==> src/rtl/l15_req_arbiter.sv <==
// Two-requester round-robin arbiter feeding the single L1.5 request port.
// Atomic pairs lock the grant to their owner so both halves reach the L1.5 back to back.
module l15_req_arbiter #(
    parameter int PAYLOAD_W = 180
) (
    input  logic                 clk,
    input  logic                 rst,
    input  logic                 req0_val,
    input  logic                 req0_atomic,
    input  logic [PAYLOAD_W-1:0] req0_payload,
    output logic                 req0_rdy,
    input  logic                 req1_val,
    input  logic                 req1_atomic,
    input  logic [PAYLOAD_W-1:0] req1_payload,
    output logic                 req1_rdy,
    output logic                 arb_l15_val,
    output logic [PAYLOAD_W-1:0] arb_l15_payload,
    output logic                 arb_l15_src,
    input  logic                 l15_arb_ack,
    output logic                 arb_locked
);

    typedef enum logic [1:0] {
        IDLE      = 2'd0,
        BUSY      = 2'd1,
        LOCK_WAIT = 2'd2
    } state_t;

    state_t                 state, state_nxt;
    logic                   out_val, out_val_nxt;
    logic                   out_src, out_src_nxt;
    logic [PAYLOAD_W-1:0]   out_payload, out_payload_nxt;
    logic                   rr_ptr, rr_ptr_nxt;
    logic                   lock_owner, lock_owner_nxt;

    logic                   free;
    logic                   sel0, sel1;
    logic                   cap_atomic;

    assign free = !out_val || l15_arb_ack;

    // Grant depends only on valids and arbitration state, never on payload.
    always_comb begin
        sel0 = 1'b0;
        sel1 = 1'b0;
        if (!rst && free) begin
            if (state == LOCK_WAIT) begin
                sel0 = !lock_owner && req0_val;
                sel1 =  lock_owner && req1_val;
            end else if (req0_val && req1_val) begin
                sel0 = !rr_ptr;
                sel1 =  rr_ptr;
            end else begin
                sel0 = req0_val;
                sel1 = req1_val;
            end
        end
    end

    assign req0_rdy   = sel0;
    assign req1_rdy   = sel1;
    assign cap_atomic = sel1 ? req1_atomic : req0_atomic;

    always_comb begin
        state_nxt       = state;
        out_val_nxt     = out_val;
        out_src_nxt     = out_src;
        out_payload_nxt = out_payload;
        rr_ptr_nxt      = rr_ptr;
        lock_owner_nxt  = lock_owner;
        if (sel0 || sel1) begin
            out_val_nxt     = 1'b1;
            out_src_nxt     = sel1;
            out_payload_nxt = sel1 ? req1_payload : req0_payload;
            if (state == LOCK_WAIT) begin
                // Second half of the pair: the atomic bit here is don't-care.
                state_nxt  = BUSY;
                rr_ptr_nxt = !lock_owner;
            end else if (cap_atomic) begin
                state_nxt      = LOCK_WAIT;
                lock_owner_nxt = sel1;
            end else begin
                state_nxt  = BUSY;
                rr_ptr_nxt = !sel1;
            end
        end else if (out_val && l15_arb_ack) begin
            out_val_nxt = 1'b0;
            if (state != LOCK_WAIT) begin
                state_nxt = IDLE;
            end
        end
    end

    always_ff @(posedge clk or posedge rst) begin
        if (rst) begin
            state       <= IDLE;
            out_val     <= 1'b0;
            out_src     <= 1'b0;
            out_payload <= '0;
            rr_ptr      <= 1'b0;
            lock_owner  <= 1'b0;
        end else begin
            state       <= state_nxt;
            out_val     <= out_val_nxt;
            out_src     <= out_src_nxt;
            out_payload <= out_payload_nxt;
            rr_ptr      <= rr_ptr_nxt;
            lock_owner  <= lock_owner_nxt;
        end
    end

    assign arb_l15_val     = out_val;
    assign arb_l15_payload = out_payload;
    assign arb_l15_src     = out_src;
    assign arb_locked      = (state == LOCK_WAIT);

endmodule

==> config.mk <==
export PLATFORM = sky130hd
export DESIGN_NAME = l15_req_arbiter
export DESIGN_NICKNAME = d
export VERILOG_FILES = /design/src/rtl/l15_req_arbiter.sv
export SDC_FILE = /design/constraint.sdc
export NUM_CORES = 1
export LEC_CHECK = 0
export BUFFER_PORTS_ARGS = -buffer_cell sky130_fd_sc_hd__buf_4
export CAP_MARGIN = 20
export CORE_AREA = 2 2 215 217
export CTS_BUF_LIST = sky130_fd_sc_hd__clkbuf_4 sky130_fd_sc_hd__clkbuf_8 sky130_fd_sc_hd__clkbuf_16
export DETAILED_ROUTE_END_ITERATION = 10
export DIE_AREA = 0 0 217 219
export GPL_TIMING_DRIVEN = 0
export PLACE_DENSITY_LB_ADDON = 0.3
export SLEW_MARGIN = 15
export SYNTH_ARGS = -nofsm -noshare
export SYNTH_HDL_FRONTEND = slang
export SYNTH_SLANG_ARGS = --single-unit
==> constraint.sdc <==
create_clock -name clk -period 6.1 [get_ports clk]
set_input_delay 0.61 -clock clk [delete_from_list [all_inputs] [get_ports clk]]
set_output_delay 0.61 -clock clk [all_outputs]
set_load 0.02 [all_outputs]
=== Word level (Yosys, flattened, before mapping) ===
Index checks and enable logic that the tools add are counted.

* Bits of input ports: 367
* Register bits: 186
* Word-level logic and storage cells: 44
* Output and inout bits: 185

* Equality and inequality tests: 3
* Mux-type cells: 17
* Bitwise operators: 1
* Reduce and logical (&&, ||, !) cells: 17

{| class="wikitable"
|+ Operators with widths
! cell !! number
|-
| $mux 180 || 1
|-
| $mux 1 || 11
|-
| $mux 2 || 5
|-
| $logic_and 1x1->1 || 5
|-
| $logic_not 1->1 || 5
|-
| $ne 2x2->1 const B || 2
|-
| $reduce_and 2->1 || 2
|-
| $reduce_bool 2->1 || 2
|-
| $reduce_and 3->1 || 1
|-
| $eq 2x2->1 const B || 1
|-
| $logic_or 1x1->1 || 2
|-
| $not 1->1 || 1
|}

=== Longest topological paths before layout ===
* Depth in word-level cells: 8
* Mapped depth: 6

=== Least setup slack after synthesis ===
OpenSTA, ideal clock, no wires.

* Path kind: in2out
* From: input rst
* To: output req1_rdy
* Setup slack: -133 ps
* Cell stages on the path: 4
* Data arrival time: 5,623 ps
* Path buffers: 1
* Path through: inv_1 > nand3_1 > nor2_1 > clkbuf_1

* Word-level cells in the longest chain between the ends: 3

{| class="wikitable"
|+ RTL lines
! item !! line !! RTL
|-
| start: declaration || 7 || <nowiki>input logic rst,</nowiki>
|-
| $logic_not 1->1 (no source line) || - ||
|-
| $logic_and 1x1->1 || 46 || <nowiki>if (!rst && free) begin</nowiki>
|-
| $mux 1 || 46 ||
|-
| end: declaration || 15 || <nowiki>output logic req1_rdy,</nowiki>
|}

No other way between the ends.

=== Worst setup path in the final report ===
Same ends and word-level chain as after synthesis.

==> run summary <==
The run finished with clean final reports. The part of the Yosys area used for sequential elements is between 50% and 60%. The half-perimeter wire length after detailed placement came out at 31.18 mm.

The setup slack of the worst register-to-register path is 3.85 ns. The global routing usage summed across all routing layers came out at roughly 17%. Multiplexer cells account for 0% of the synthesized area. The number of H-tree levels came out at 4.

Entering global routing, the biggest net connects 36 pins. The vias per cell came out at 4.587. The number of buffers created by CTS is 17. The largest clock skew in the final design is 0.01153 ns. The floorplan core area is about 45,000 µm². The most used flip-flop cell after synthesis is sky130_fd_sc_hd__dfrtp_1.

By area, the combinational part of the netlist is dominated by compound AO/OA/AOI/OAI gates. The number of routed nets with antenna violations is 0. In this run the tightest slew margin relative to its limit is a little over 50%. The latest clock arrival within the worst-skew pair came out at between 0.4 and 0.5 ns.

The routed length on met1 came out at 15.83 mm. The worst reg-to-reg path cell count is 6. The final number of max-transition violations is 0. The synthesized netlist contains 24 unique library cells. The final number of hold-violating endpoints is 0. The number of violations of the max-capacitance limit is 0. The relative contribution of the clock network to total power is 16.8%. Data arrives at the worst endpoint at between 2 and 3 ns. Setup violations remaining at the end of the flow were counted as 0.

The total detailed-routing wirelength is 40.29 mm. The worst-case clock buffer depth is 2. The reg-to-reg startpoint is state[0]. At the pin with the least slew margin, the transition time is roughly 0.74 ns. The area share of fa/ha/maj cells after synthesis came out at 0%. The static leakage power came out at around 7.3 nW. In this run the worst setup path begins at rst. After clock tree synthesis, the clock-pin slew on the worst setup and hold paths is 0.07 ns. For this run, the detailed router's first-pass iteration total came to 5. During synthesis, Yosys emitted a total of 0 warnings. The net load switching power came out at 0.002769 W.

The number of buffers inserted by post-CTS setup repair came out at 0. The final global-route overflow total came out at 0. The starting density of the core is approximately 18%. The post-synthesis to final-layout area growth came out at 68.69%. In this run switching power makes up 41.08% of total power. The critical path in this run is classified as in2out.

During placement, the flow inserted port buffers numbering 551. The residual DRC count came out at 0. The worst hold path belongs to the class in2async. In this run the clock root is driven by a sky130_fd_sc_hd__clkbuf_16. The CTS sink count is 186. In this run, the number of DRC markers left after iteration 0 of detailed routing was between 500 and 600. The compound-gate portion of the synthesized area is 23.17%.

The number of enable flip-flop cells after synthesis came out at 0. The detailed router used layers up to and including met4. Setup repair after global routing left no endpoint under its margin. The via count of the first global-routing pass came out at 8,972. The synthesized netlist devotes 0% of its cell area to XOR and XNOR gates.

The final critical-path required period came out at around 3.1 ns. The post-synthesis net count came out at 1,025. The maximum resistive drop on vdd is 0.0002291 V.

The overall power is 0.006741 W. The site row count came out at ~80. 552 I/O pins were placed.

The first-pass GRT wire length is 57.27 mm. The per-instance average area after synthesis came out at 12.38 µm². The sequential fraction of design power is about 33%.

The critical path endpoint is req1_rdy. In this run the critical register-to-register path is captured at arb_l15_payload[53]. The type of element capturing the critical path is a primary output. In this run the power density over the cells is 490.4 nW/µm². The width of the die came out at around 220 µm. The post-synthesis cell count is 658. In the synthesized netlist the async set-or-reset flop fraction comes to 100.0%.

The synthesis-stage register bit count is about 190. The net count of the finished layout is 1,601. The length of routed met3 wiring is 3.740 mm. The worst-path maximum fanout is 29. The share of final-layout standard cells stronger than drive strength 1 came out at 51.16%. Once the clock tree was built, the resizer swapped 0 gates to a different size.

The initial antenna violation count came out at 4. The combinational power share is 50.3%. The routed length per instance came out at 21.79 µm. The floorplan step defined a die boundary enclosing ~48,000 µm². The maximum clock rate came out at ~320 MHz. The number of buffers inserted for hold repair after clock tree synthesis is 0.

The summed negative setup slack over all endpoints came out at 0 ns. The total internal power came out at 0.003972 W. The die height is 219 µm. The synthesized-area fraction occupied by and/or/nand/nor cells is 15.12%. The worst setup path is launched from a primary input. The mapped cell area came out at approximately 8000 µm². The critical path data required time came out at 5.49 ns. The hold slack came out at about 0.16 ns. The CTS tree is built. Across all layers, the routed design uses 8,482 vias.

Routability-driven placement finished with a final weighted congestion of 0.8286. The length of routed met2 wiring came out at between 15 and 20 mm. The post-route fraction of the period consumed by the critical path is between 50% and 60%.
## cells in the mapped netlist, types with 2 or more instances
| cell type | number | area [µm²] |
|---|---|---|
| sky130_fd_sc_hd__dfrtp_1 | 186 | 4654 |
| sky130_fd_sc_hd__and3_1 | 182 | 1139 |
| sky130_fd_sc_hd__nand2b_1 | 2 | 12.51 |
| sky130_fd_sc_hd__nand2_1 | 6 | 22.52 |
| sky130_fd_sc_hd__a21o_1 | 2 | 15.01 |
| sky130_fd_sc_hd__buf_2 | 44 | 220.2 |
| sky130_fd_sc_hd__clkbuf_1 | 35 | 131.4 |
| sky130_fd_sc_hd__nand3_1 | 4 | 20.02 |
| sky130_fd_sc_hd__inv_1 | 3 | 11.26 |
| sky130_fd_sc_hd__a221o_1 | 180 | 1802 |
## state kept, by name (all words and copies together), names as in the netlist
| name | count |
|---|---|
| arb_l15_payload | 180 |
| state | 2 |
| arb_l15_src | 1 |
| arb_l15_val | 1 |
| lock_owner | 1 |
| rr_ptr | 1 |
## layout by cell type, fill, tap and decap left out, drive strengths merged
cell,count
a221oi,1
a21o,2
and3b,1
a221o,180
inv,3
o21a,1
clkinvlp,5
nand3,4
o311ai,1
and3,182
clkinv,4
buf,602
clkbuf,57
nand2,6
dfrtp,186
or3,1
diode,2
nor3,1
bufinv,1
and2,1
nor2,1
a31oi,1
a22oi,1
a21oi,1
o2bb2ai,1
nand2b,3
## final cells by class
type	count	area (µm²)
Buffer	80	362.8
Multi-Input combinational cell	389	3120
Antenna cell	2	5.005
Clock inverter	10	92.59
Clock buffer	22	481.7
Timing Repair Buffer	557	4264
Sequential cell	186	4654
Tap cell	600	750.7
Inverter	3	15.01
Fill cell	4726	31340
## worst min-delay path by stage
stage | from | end | slack, ns | depth (start not counted)
6_report | rst | arb_l15_payload[42] | 0.16 | 2
5_1_grt | rst | arb_l15_payload[42] | 0.15 | 2
4_1_cts | rst | arb_l15_payload[67] | 0.11 | 2
3_5_place_dp | arb_l15_src | arb_l15_src | 0.48 | 1
3_3_place_gp | arb_l15_src | arb_l15_src | 0.46 | 1
2_1_floorplan | lock_owner | lock_owner | 0.46 | 1
## critical path, cell delays in order
cell and delay (ns):
sky130_fd_sc_hd__buf_4 0.12, sky130_fd_sc_hd__clkinvlp_4 0.34, sky130_fd_sc_hd__buf_12 0.27, sky130_fd_sc_hd__nand3_1 0.15, sky130_fd_sc_hd__nor2_1 0.16, sky130_fd_sc_hd__clkbuf_1 0.59
sky130_fd_sc_hd__buf_4 0.27
## power groups by stage
stage	Sequential [W]	Combinational, W	Clock [W]
after floorplan	0.00288	0.00105	0
after global placement	0.00222	0.00341	0
after detailed placement	0.00221	0.00343	0
after CTS	0.00222	0.00343	0.00119
after global routing	0.00229	0.00361	0.00123
final	0.00222	0.00339	0.00113
## stage by stage
step           setup slack, ns  std cells  util (%)  cell area [µm²]
6_report                 2.956       1849     30.49            13750
5_1_grt                  2.770       1849     30.49            13750
4_1_cts                  2.889       1847     30.48            13740
3_5_place_dp             2.895       1815     29.20            13170
3_3_place_gp            -1.047       1809     28.92            13040
2_1_floorplan            1.123        658         -             8153
## logic make-up (layout without fill, tap and decap cells)
group / count (synthesis) / in the layout
and+or+nand+nor: 200 / 200
AOI/OAI and AO/OA: 189 / 189
DFF: 186 / 186
buffers and inverters: 83 / 672
other: 0 / 2
## layer usage
metal | vias to the layer above | GRT usage, %
li1 | 3836 | -
met1 | 4123 | 19.05
met2 | 470 | 27.80
met3 | 53 | 5.974
met4 | 0 | 6.963
met5 | - | 0
Power figures use the tool's default switching activity.
